==> config.mk <==
export PLATFORM = sky130hd
export DESIGN_NAME = aud_player
export DESIGN_NICKNAME = d
export VERILOG_FILES = /design/src/rtl/aud_pkg.sv /design/src/rtl/aud_lrc_edge.sv /design/src/rtl/aud_player.sv
export SDC_FILE = /design/constraint.sdc
export NUM_CORES = 1
export LEC_CHECK = 0
export ABC_CLOCK_PERIOD_IN_PS = 4000
export CAP_MARGIN = 20
export CORE_UTILIZATION = 40
export CTS_CLUSTER_SIZE = 14
export DETAILED_ROUTE_END_ITERATION = 16
export HOLD_SLACK_MARGIN = 0.1
export PLACE_DENSITY = 0.68
export SLEW_MARGIN = 20
export SYNTH_ARGS = -nofsm -noshare
export SYNTH_HDL_FRONTEND = slang
export SYNTH_SLANG_ARGS = --single-unit
==> constraint.sdc <==
create_clock -name i_clk -period 4 [get_ports i_clk]
set_clock_uncertainty 0.1 [all_clocks]
set_input_delay 0.6 -clock i_clk [delete_from_list [all_inputs] [get_ports i_clk]]
set_output_delay 0.6 -clock i_clk [all_outputs]
set_load 0.02 [all_outputs]
==> src/rtl/aud_pkg.sv <==
// Shared audio-path definitions for the player and recorder.
// Contents: sample/address widths, address ceiling, slot encoding and
// the player FSM state type.
package aud_pkg;

   localparam int unsigned AUD_DATA_W = 16;
   localparam int unsigned AUD_ADDR_W = 20;
   localparam logic [AUD_ADDR_W-1:0] AUD_ADDR_MAX = 20'hFFFFF;

   // LR clock slot: low = left, high = right
   localparam logic SLOT_L = 1'b0;
   localparam logic SLOT_R = 1'b1;

   typedef enum logic [2:0] {
      ST_IDLE  = 3'd0,
      ST_WAIT  = 3'd1,
      ST_SHIFT = 3'd2,
      ST_HOLD  = 3'd3,
      ST_PAUSE = 3'd4
   } player_state_t;

endpackage

==> src/rtl/aud_lrc_edge.sv <==
// LR clock edge detector.
// Ports: i_clk, i_rst (sync, active-high), i_lrc (LR clock in),
//        o_rise / o_fall (high in the cycle i_lrc differs from its registered copy).
module aud_lrc_edge (
   input  logic i_clk,
   input  logic i_rst,
   input  logic i_lrc,
   output logic o_rise,
   output logic o_fall
);

   logic lrc_d;

   // Previous-cycle copy of the LR clock
   always_ff @(posedge i_clk) begin
      if (i_rst) begin
         lrc_d <= 1'b0;
      end else begin
         lrc_d <= i_lrc;
      end
   end

   // Edge is visible in the same cycle the new level arrives
   assign o_rise = i_lrc & ~lrc_d;
   assign o_fall = ~i_lrc & lrc_d;

endmodule

==> src/rtl/aud_player.sv <==
// Audio playback engine: reads PCM words from SRAM and serialises them
// MSB-first onto the DAC data line, one copy per LR slot.
// Ports: i_clk, i_rst (sync, active-high), i_lrc (DAC LR clock),
//        i_start/i_pause/i_stop (1-cycle controls), i_end_addr (last sample),
//        i_fast/i_slow/i_speed (rate control), i_sram_data (read data),
//        o_address (SRAM read address), o_dac_data (serial data),
//        o_playing (not idle), o_done (end of playback pulse).
module aud_player
   import aud_pkg::*;
#(
   parameter int unsigned DATA_W = AUD_DATA_W,
   parameter int unsigned ADDR_W = AUD_ADDR_W
) (
   input  logic              i_clk,
   input  logic              i_rst,
   input  logic              i_lrc,
   input  logic              i_start,
   input  logic              i_pause,
   input  logic              i_stop,
   input  logic [ADDR_W-1:0] i_end_addr,
   input  logic              i_fast,
   input  logic              i_slow,
   input  logic [2:0]        i_speed,
   input  logic [DATA_W-1:0] i_sram_data,
   output logic [ADDR_W-1:0] o_address,
   output logic              o_dac_data,
   output logic              o_playing,
   output logic              o_done
);

   localparam int unsigned CNT_W = $clog2(DATA_W);
   localparam int unsigned AW1   = ADDR_W + 1;
   localparam logic [CNT_W-1:0] CNT_LAST = CNT_W'(DATA_W - 1);

   player_state_t     state_r, nxt_state;
   logic [DATA_W-1:0] shift_r, nxt_shift;
   logic [CNT_W-1:0]  cnt_r, nxt_cnt;
   logic              slot_r, nxt_slot;
   logic [2:0]        rep_r, nxt_rep;
   logic              pause_r, nxt_pause;
   logic [ADDR_W-1:0] end_r, nxt_end;
   logic [ADDR_W-1:0] nxt_addr;
   logic              nxt_dac, nxt_done;

   logic              lrc_rise, lrc_fall;

   logic [AW1-1:0]    fe_addr;
   logic              fe_adv;
   logic [2:0]        fe_rep;
   logic              fe_done;

   aud_lrc_edge u_lrc_edge (
      .i_clk  (i_clk),
      .i_rst  (i_rst),
      .i_lrc  (i_lrc),
      .o_rise (lrc_rise),
      .o_fall (lrc_fall)
   );

   // Frame-end address step; one extra bit so wrap past the top is visible
   always_comb begin
      fe_adv  = 1'b1;
      fe_rep  = '0;
      fe_addr = {1'b0, o_address} + AW1'(1);
      if (i_fast) begin
         fe_addr = {1'b0, o_address} + AW1'(i_speed) + AW1'(1);
      end else if (i_slow && (rep_r < i_speed)) begin
         fe_adv  = 1'b0;
         fe_rep  = rep_r + 3'd1;
         fe_addr = {1'b0, o_address};
      end
      fe_done = fe_adv && ((fe_addr > {1'b0, end_r}) || (o_address == {ADDR_W{1'b1}}));
   end

   // Next-state and next-output logic
   always_comb begin
      nxt_state = state_r;
      nxt_shift = shift_r;
      nxt_cnt   = cnt_r;
      nxt_slot  = slot_r;
      nxt_rep   = rep_r;
      nxt_pause = pause_r;
      nxt_end   = end_r;
      nxt_addr  = o_address;
      nxt_dac   = 1'b0;
      nxt_done  = 1'b0;

      case (state_r)
         ST_IDLE: begin
            if (i_start) begin
               nxt_end   = i_end_addr;
               nxt_addr  = '0;
               nxt_rep   = '0;
               nxt_pause = 1'b0;
               nxt_state = ST_WAIT;
            end
         end

         ST_WAIT: begin
            // Pause here takes effect at once; only a falling edge starts a frame
            if (i_pause || pause_r) begin
               nxt_pause = 1'b0;
               nxt_state = ST_PAUSE;
            end else if (lrc_fall) begin
               nxt_shift = i_sram_data;
               nxt_cnt   = '0;
               nxt_slot  = SLOT_L;
               nxt_dac   = i_sram_data[DATA_W-1];
               nxt_state = ST_SHIFT;
            end
         end

         ST_SHIFT: begin
            if (i_pause) begin
               nxt_pause = 1'b1;
            end
            nxt_shift = shift_r << 1;
            nxt_cnt   = cnt_r + CNT_W'(1);
            if (cnt_r == CNT_LAST) begin
               if (slot_r == SLOT_L) begin
                  nxt_state = ST_HOLD;
               end else if (fe_done) begin
                  nxt_done  = 1'b1;
                  nxt_addr  = '0;
                  nxt_rep   = '0;
                  nxt_pause = 1'b0;
                  nxt_state = ST_IDLE;
               end else begin
                  nxt_addr = fe_addr[ADDR_W-1:0];
                  nxt_rep  = fe_rep;
                  if (pause_r || i_pause) begin
                     nxt_pause = 1'b0;
                     nxt_state = ST_PAUSE;
                  end else begin
                     nxt_state = ST_WAIT;
                  end
               end
            end else begin
               nxt_dac = shift_r[DATA_W-2];
            end
         end

         ST_HOLD: begin
            // Left slot done; replay the same word in the right slot
            if (i_pause) begin
               nxt_pause = 1'b1;
            end
            if (lrc_rise) begin
               nxt_shift = i_sram_data;
               nxt_cnt   = '0;
               nxt_slot  = SLOT_R;
               nxt_dac   = i_sram_data[DATA_W-1];
               nxt_state = ST_SHIFT;
            end
         end

         ST_PAUSE: begin
            if (i_start) begin
               nxt_state = ST_WAIT;
            end
         end

         default: begin
            nxt_state = ST_IDLE;
         end
      endcase

      // Stop overrides everything else outside IDLE
      if (i_stop && (state_r != ST_IDLE)) begin
         nxt_state = ST_IDLE;
         nxt_addr  = '0;
         nxt_shift = '0;
         nxt_cnt   = '0;
         nxt_slot  = SLOT_L;
         nxt_rep   = '0;
         nxt_pause = 1'b0;
         nxt_dac   = 1'b0;
         nxt_done  = 1'b0;
      end
   end

   // State and output registers
   always_ff @(posedge i_clk) begin
      if (i_rst) begin
         state_r    <= ST_IDLE;
         shift_r    <= '0;
         cnt_r      <= '0;
         slot_r     <= SLOT_L;
         rep_r      <= '0;
         pause_r    <= 1'b0;
         end_r      <= '0;
         o_address  <= '0;
         o_dac_data <= 1'b0;
         o_playing  <= 1'b0;
         o_done     <= 1'b0;
      end else begin
         state_r    <= nxt_state;
         shift_r    <= nxt_shift;
         cnt_r      <= nxt_cnt;
         slot_r     <= nxt_slot;
         rep_r      <= nxt_rep;
         pause_r    <= nxt_pause;
         end_r      <= nxt_end;
         o_address  <= nxt_addr;
         o_dac_data <= nxt_dac;
         o_playing  <= (nxt_state != ST_IDLE);
         o_done     <= nxt_done;
      end
   end

endmodule

==> reports/qor.csv <==
stage;metric;value;unit
status;status;completed;
worst_setup_path;startpoint types;input pin;
logic_synthesis;post-synthesis sequential area ratio;34.73;%
layout;Nets;733;
cts;H-Tree Depth;3;
logic_synthesis;post-synthesis async set-or-reset flop share;0;%
logic_synthesis;top_reg_cell synth;dfxtp_1;
die;Die Y;103.2;um
die;Die X-Extent;103.2;um
pwr;Peak VDD IR;0.2196;mV
sta;number of setup violations in the final report;0;
placed_design;pre-CTS setup slack;-749.5;ps
placed_design;port bufs;69;
worst_setup_path;CP Capture Type;flip-flop;
logic_synthesis;total nets after synthesis;609;
sta;Final Critical Period;3902;ps
global_routing;Total Routing Usage GR;21.94;%
placed_design;Final HPWL DP;8015;um
sta;Slew Viols, Final;0;
drt;DRT iter0 DRCs;168;
sta;fmax;256.3;MHz
drt;via count;4126;
worst_setup_path;crit path DAT;4080;ps
die;FP Rows;36;
drt;vias per inst;5.190;
logic_synthesis;FF+latch count, synth;71;
logic_synthesis;most area-consuming cells after synthesis;dfxtp_1 (35%), nand2_1 (11%), ha_1 (8.6%), a21oi_1 (5.3%), inv_1 (3.5%);
worst_setup_path;Levels on crit path;20;
drt;WL met3;564;um
sta;PnR worst setup slack;98.24;ps
sta;final worst path period share;97.54;%
job;number of max-cap violations;0;
logic_synthesis;biggest area consumer among synthesized cells;dfxtp_1;
logic_synthesis;most instantiated cells after synthesis;nand2_1 (123), dfxtp_1 (71), a21oi_1 (43);
worst_setup_path;crit-path cells;buf_2 -> inv_2 -> ha_4 -> inv_2 -> fa_2 -> a21oi_4 -> nor2_4 -> a21oi_2 -> nor2_2 -> and3_1 -> xnor2_2 -> inv_1 -> ha_1 -> a21oi_2 -> o21ai_1 -> or4b_4 -> a21boi_4 -> buf_6 -> o211ai_4 -> o211ai_1;
global_routing;largest net degree at the start of global routing;34;
cts;CTS sink cnt;71;
placed_design;RePlAce Congestion;0.8761;
logic_synthesis;number of synthesized flops with an enable pin;0;
sta;Worst Max-Slew Pin Slew;901.5;ps
worst_hold_path;Hold Crit Depth;2;
worst_setup_path;slowest stage delay, CP;560;ps
layout;Diodes inserted;0;
global_routing;grt ovf;0;
worst_hold_path;HP Class;reg2reg;
global_routing;initial antenna violation count;0;
drt;Final ANT Viol Nets;0;
drt;first-pass iteration count of the detailed router;5;
cts;clock slew at the register clock pins of the worst setup and hold paths;80;ps
logic_synthesis;Unique masters post-synth;50;
global_routing;first-pass GRT wire length;17930;um
pwr;power per cell area;274.5;nW/um^2
pwr;Power Total;0.001626;W
cts;clock network latency to the later pin of the worst-skew pair;360;ps
logic_synthesis;Mapped Cells;533;
sta;total negative slack;0;ps
cts;CTS tree;yes;
drt;Routed WL per cell;14.18;um
drt;met2 wire length;5280;um
die;Core Region;9864;um^2
worst_setup_path;Reg2Reg Depth;19;
logic_synthesis;synth warn;0;
cts;Num CTS Buffers;9;
sta;Final Hold Violating Endpoints;0;
sta;RSZ-0062 raised after global routing;yes;
worst_setup_path;WP data required;4180;ps
sta;tightest hold margin;356.8;ps
cts;Root Buffer;clkbuf_8;
cts;clock buffer depth;2;
drt;top sig layer;met4;
die;Starting Density;41.49;%
logic_synthesis;most frequent cell after synthesis;nand2_1;
worst_setup_path;crit-path max FO;5;
worst_setup_path;cell family with most CP delay;compound AO/OA/AOI/OAI gates;
logic_synthesis;share of the synthesized area in the top cell type;34.73;%
worst_setup_path;WP buf/inv;5;
layout;Area Growth Syn to Fin;44.73;%
logic_synthesis;Post-Syn Area;4093;um^2
pwr;leakage power;2.313;nW
die;IO Pins;70;
global_routing;number of global-route vias before repair;3905;
sta;Slew HR;39.57;%
logic_synthesis;Avg Cell Area, Syn;7.679;um^2
die;die area;10640;um^2
worst_setup_path;Crit-path slowest cell;or4b_4;
drt;Routed WL;11270;um
layout;fillers;870;
worst_setup_path;Crit Path Category;in2reg;
layout;layout cells sized above 1;23.87;%
drt;DRC violations left;0;
drt;met1 WL;5202;um
[routing by layer]
metal	GRT usage, %	vias to the layer above
met5	0	-
met4	8.234	0
met3	4.407	19
met2	36.26	118
met1	28.22	1895
li1	-	2094
[power by group]
group	switching [W]	total, W	internal [W]
Combinational	0.000142	0.000279	0.000137
Sequential	0.0000139	0.000742	0.000728
Clock	0.000297	0.000605	0.000308
[cells in the final DEF, fill, tap and decap left out, drive strengths merged, types with 3 or more instances in the layout]
cell / count
or3: 4
dfxtp: 71
nor2: 37
nor2b: 6
o211ai: 5
xnor2: 13
clkdlybuf4s50: 65
o21ai: 31
buf: 66
inv: 40
a311oi: 15
clkbuf: 12
o2111ai: 5
and3: 7
a22oi: 4
nand4: 7
a21oi: 43
a21o: 3
nand2b: 10
nor4: 4
clkinv: 3
o221ai: 6
and2: 4
ha: 28
nand2: 123
and4: 3
xor2: 4
nand3: 13
nor3: 8
[worst reg2reg max path, cell delays in order (launching register included)]
cell and delay [ps]:
dfxtp_2 330, inv_2 70, ha_4 130, inv_2 30
fa_2 360, a21oi_4 170, nor2_4 50, a21oi_2 140
nor2_2 80, and3_1 220, xnor2_2 180, inv_1 60
ha_1 300, a21oi_2 170, o21ai_1 100, or4b_4 560
a21boi_4 270, buf_6 150, o211ai_4 120, o211ai_1 230
[metrics by stage]
stage	cells	util, %	cell area [um^2]
after global placement	761	54.33	5359
after floorplan	533	-	4217
after CTS	788	58.08	5729
after global routing	795	60.05	5923
after detailed placement	761	54.33	5359
final	795	60.05	5923
[area by class of cell]
class | count | area, um^2 | share of cell area [%]
Tap cell | 133 | 166.4 | 2.809
Sequential cell | 71 | 1424 | 24.04
Multi-Input combinational cell | 402 | 2790 | 47.11
Timing Repair Buffer | 134 | 1190 | 20.09
Clock buffer | 10 | 137.6 | 2.324
Inverter | 39 | 146.4 | 2.471
Clock inverter | 6 | 68.82 | 1.162
[state kept, by name, summed over array words and instances (netlist names)]
name	cells
end_r	20
state_r	3
o_done	1
u_lrc_edge.lrc_d	1
rep_r	3
cnt_r	4
slot_r	1
o_dac_data	1
pause_r	1
shift_r	15
o_address	20
o_playing	1
[logic make-up (layout without fill, tap and decap cells)]
family                   count (synthesis)  after routing  share of synthesized area, %
adder cells (fa/ha/maj)                 29             29                         9.049
AO/OA/AOI/OAI                          123            124                         20.76
multiplexers                             2              2                        0.4892
XOR/XNOR                                17             17                         3.638
buffers and inverters                   61            189                         5.931
flip-flops                              71             71                         34.73
AND/OR/NAND/NOR                        230            230                         25.40
[timing repair]
item                       in CTS  in global routing
gates cloned                    1                  0
setup endpoints to repair      24                 24
buffers inserted               10                  7
pin swaps                      24                 23
resized for setup              22                 33
hold buffers                    0                  0
[path summary, 6_finish.rpt]
path                                   start           end  slack [ps]
worst max-delay path              i_speed[0]  o_address[4]         100
worst min-delay path               end_r[10]     end_r[10]         360
worst max register to register  o_address[0]  o_address[4]         130
worst min register to register     end_r[10]     end_r[10]         360
(Power assumes the default switching activity.)
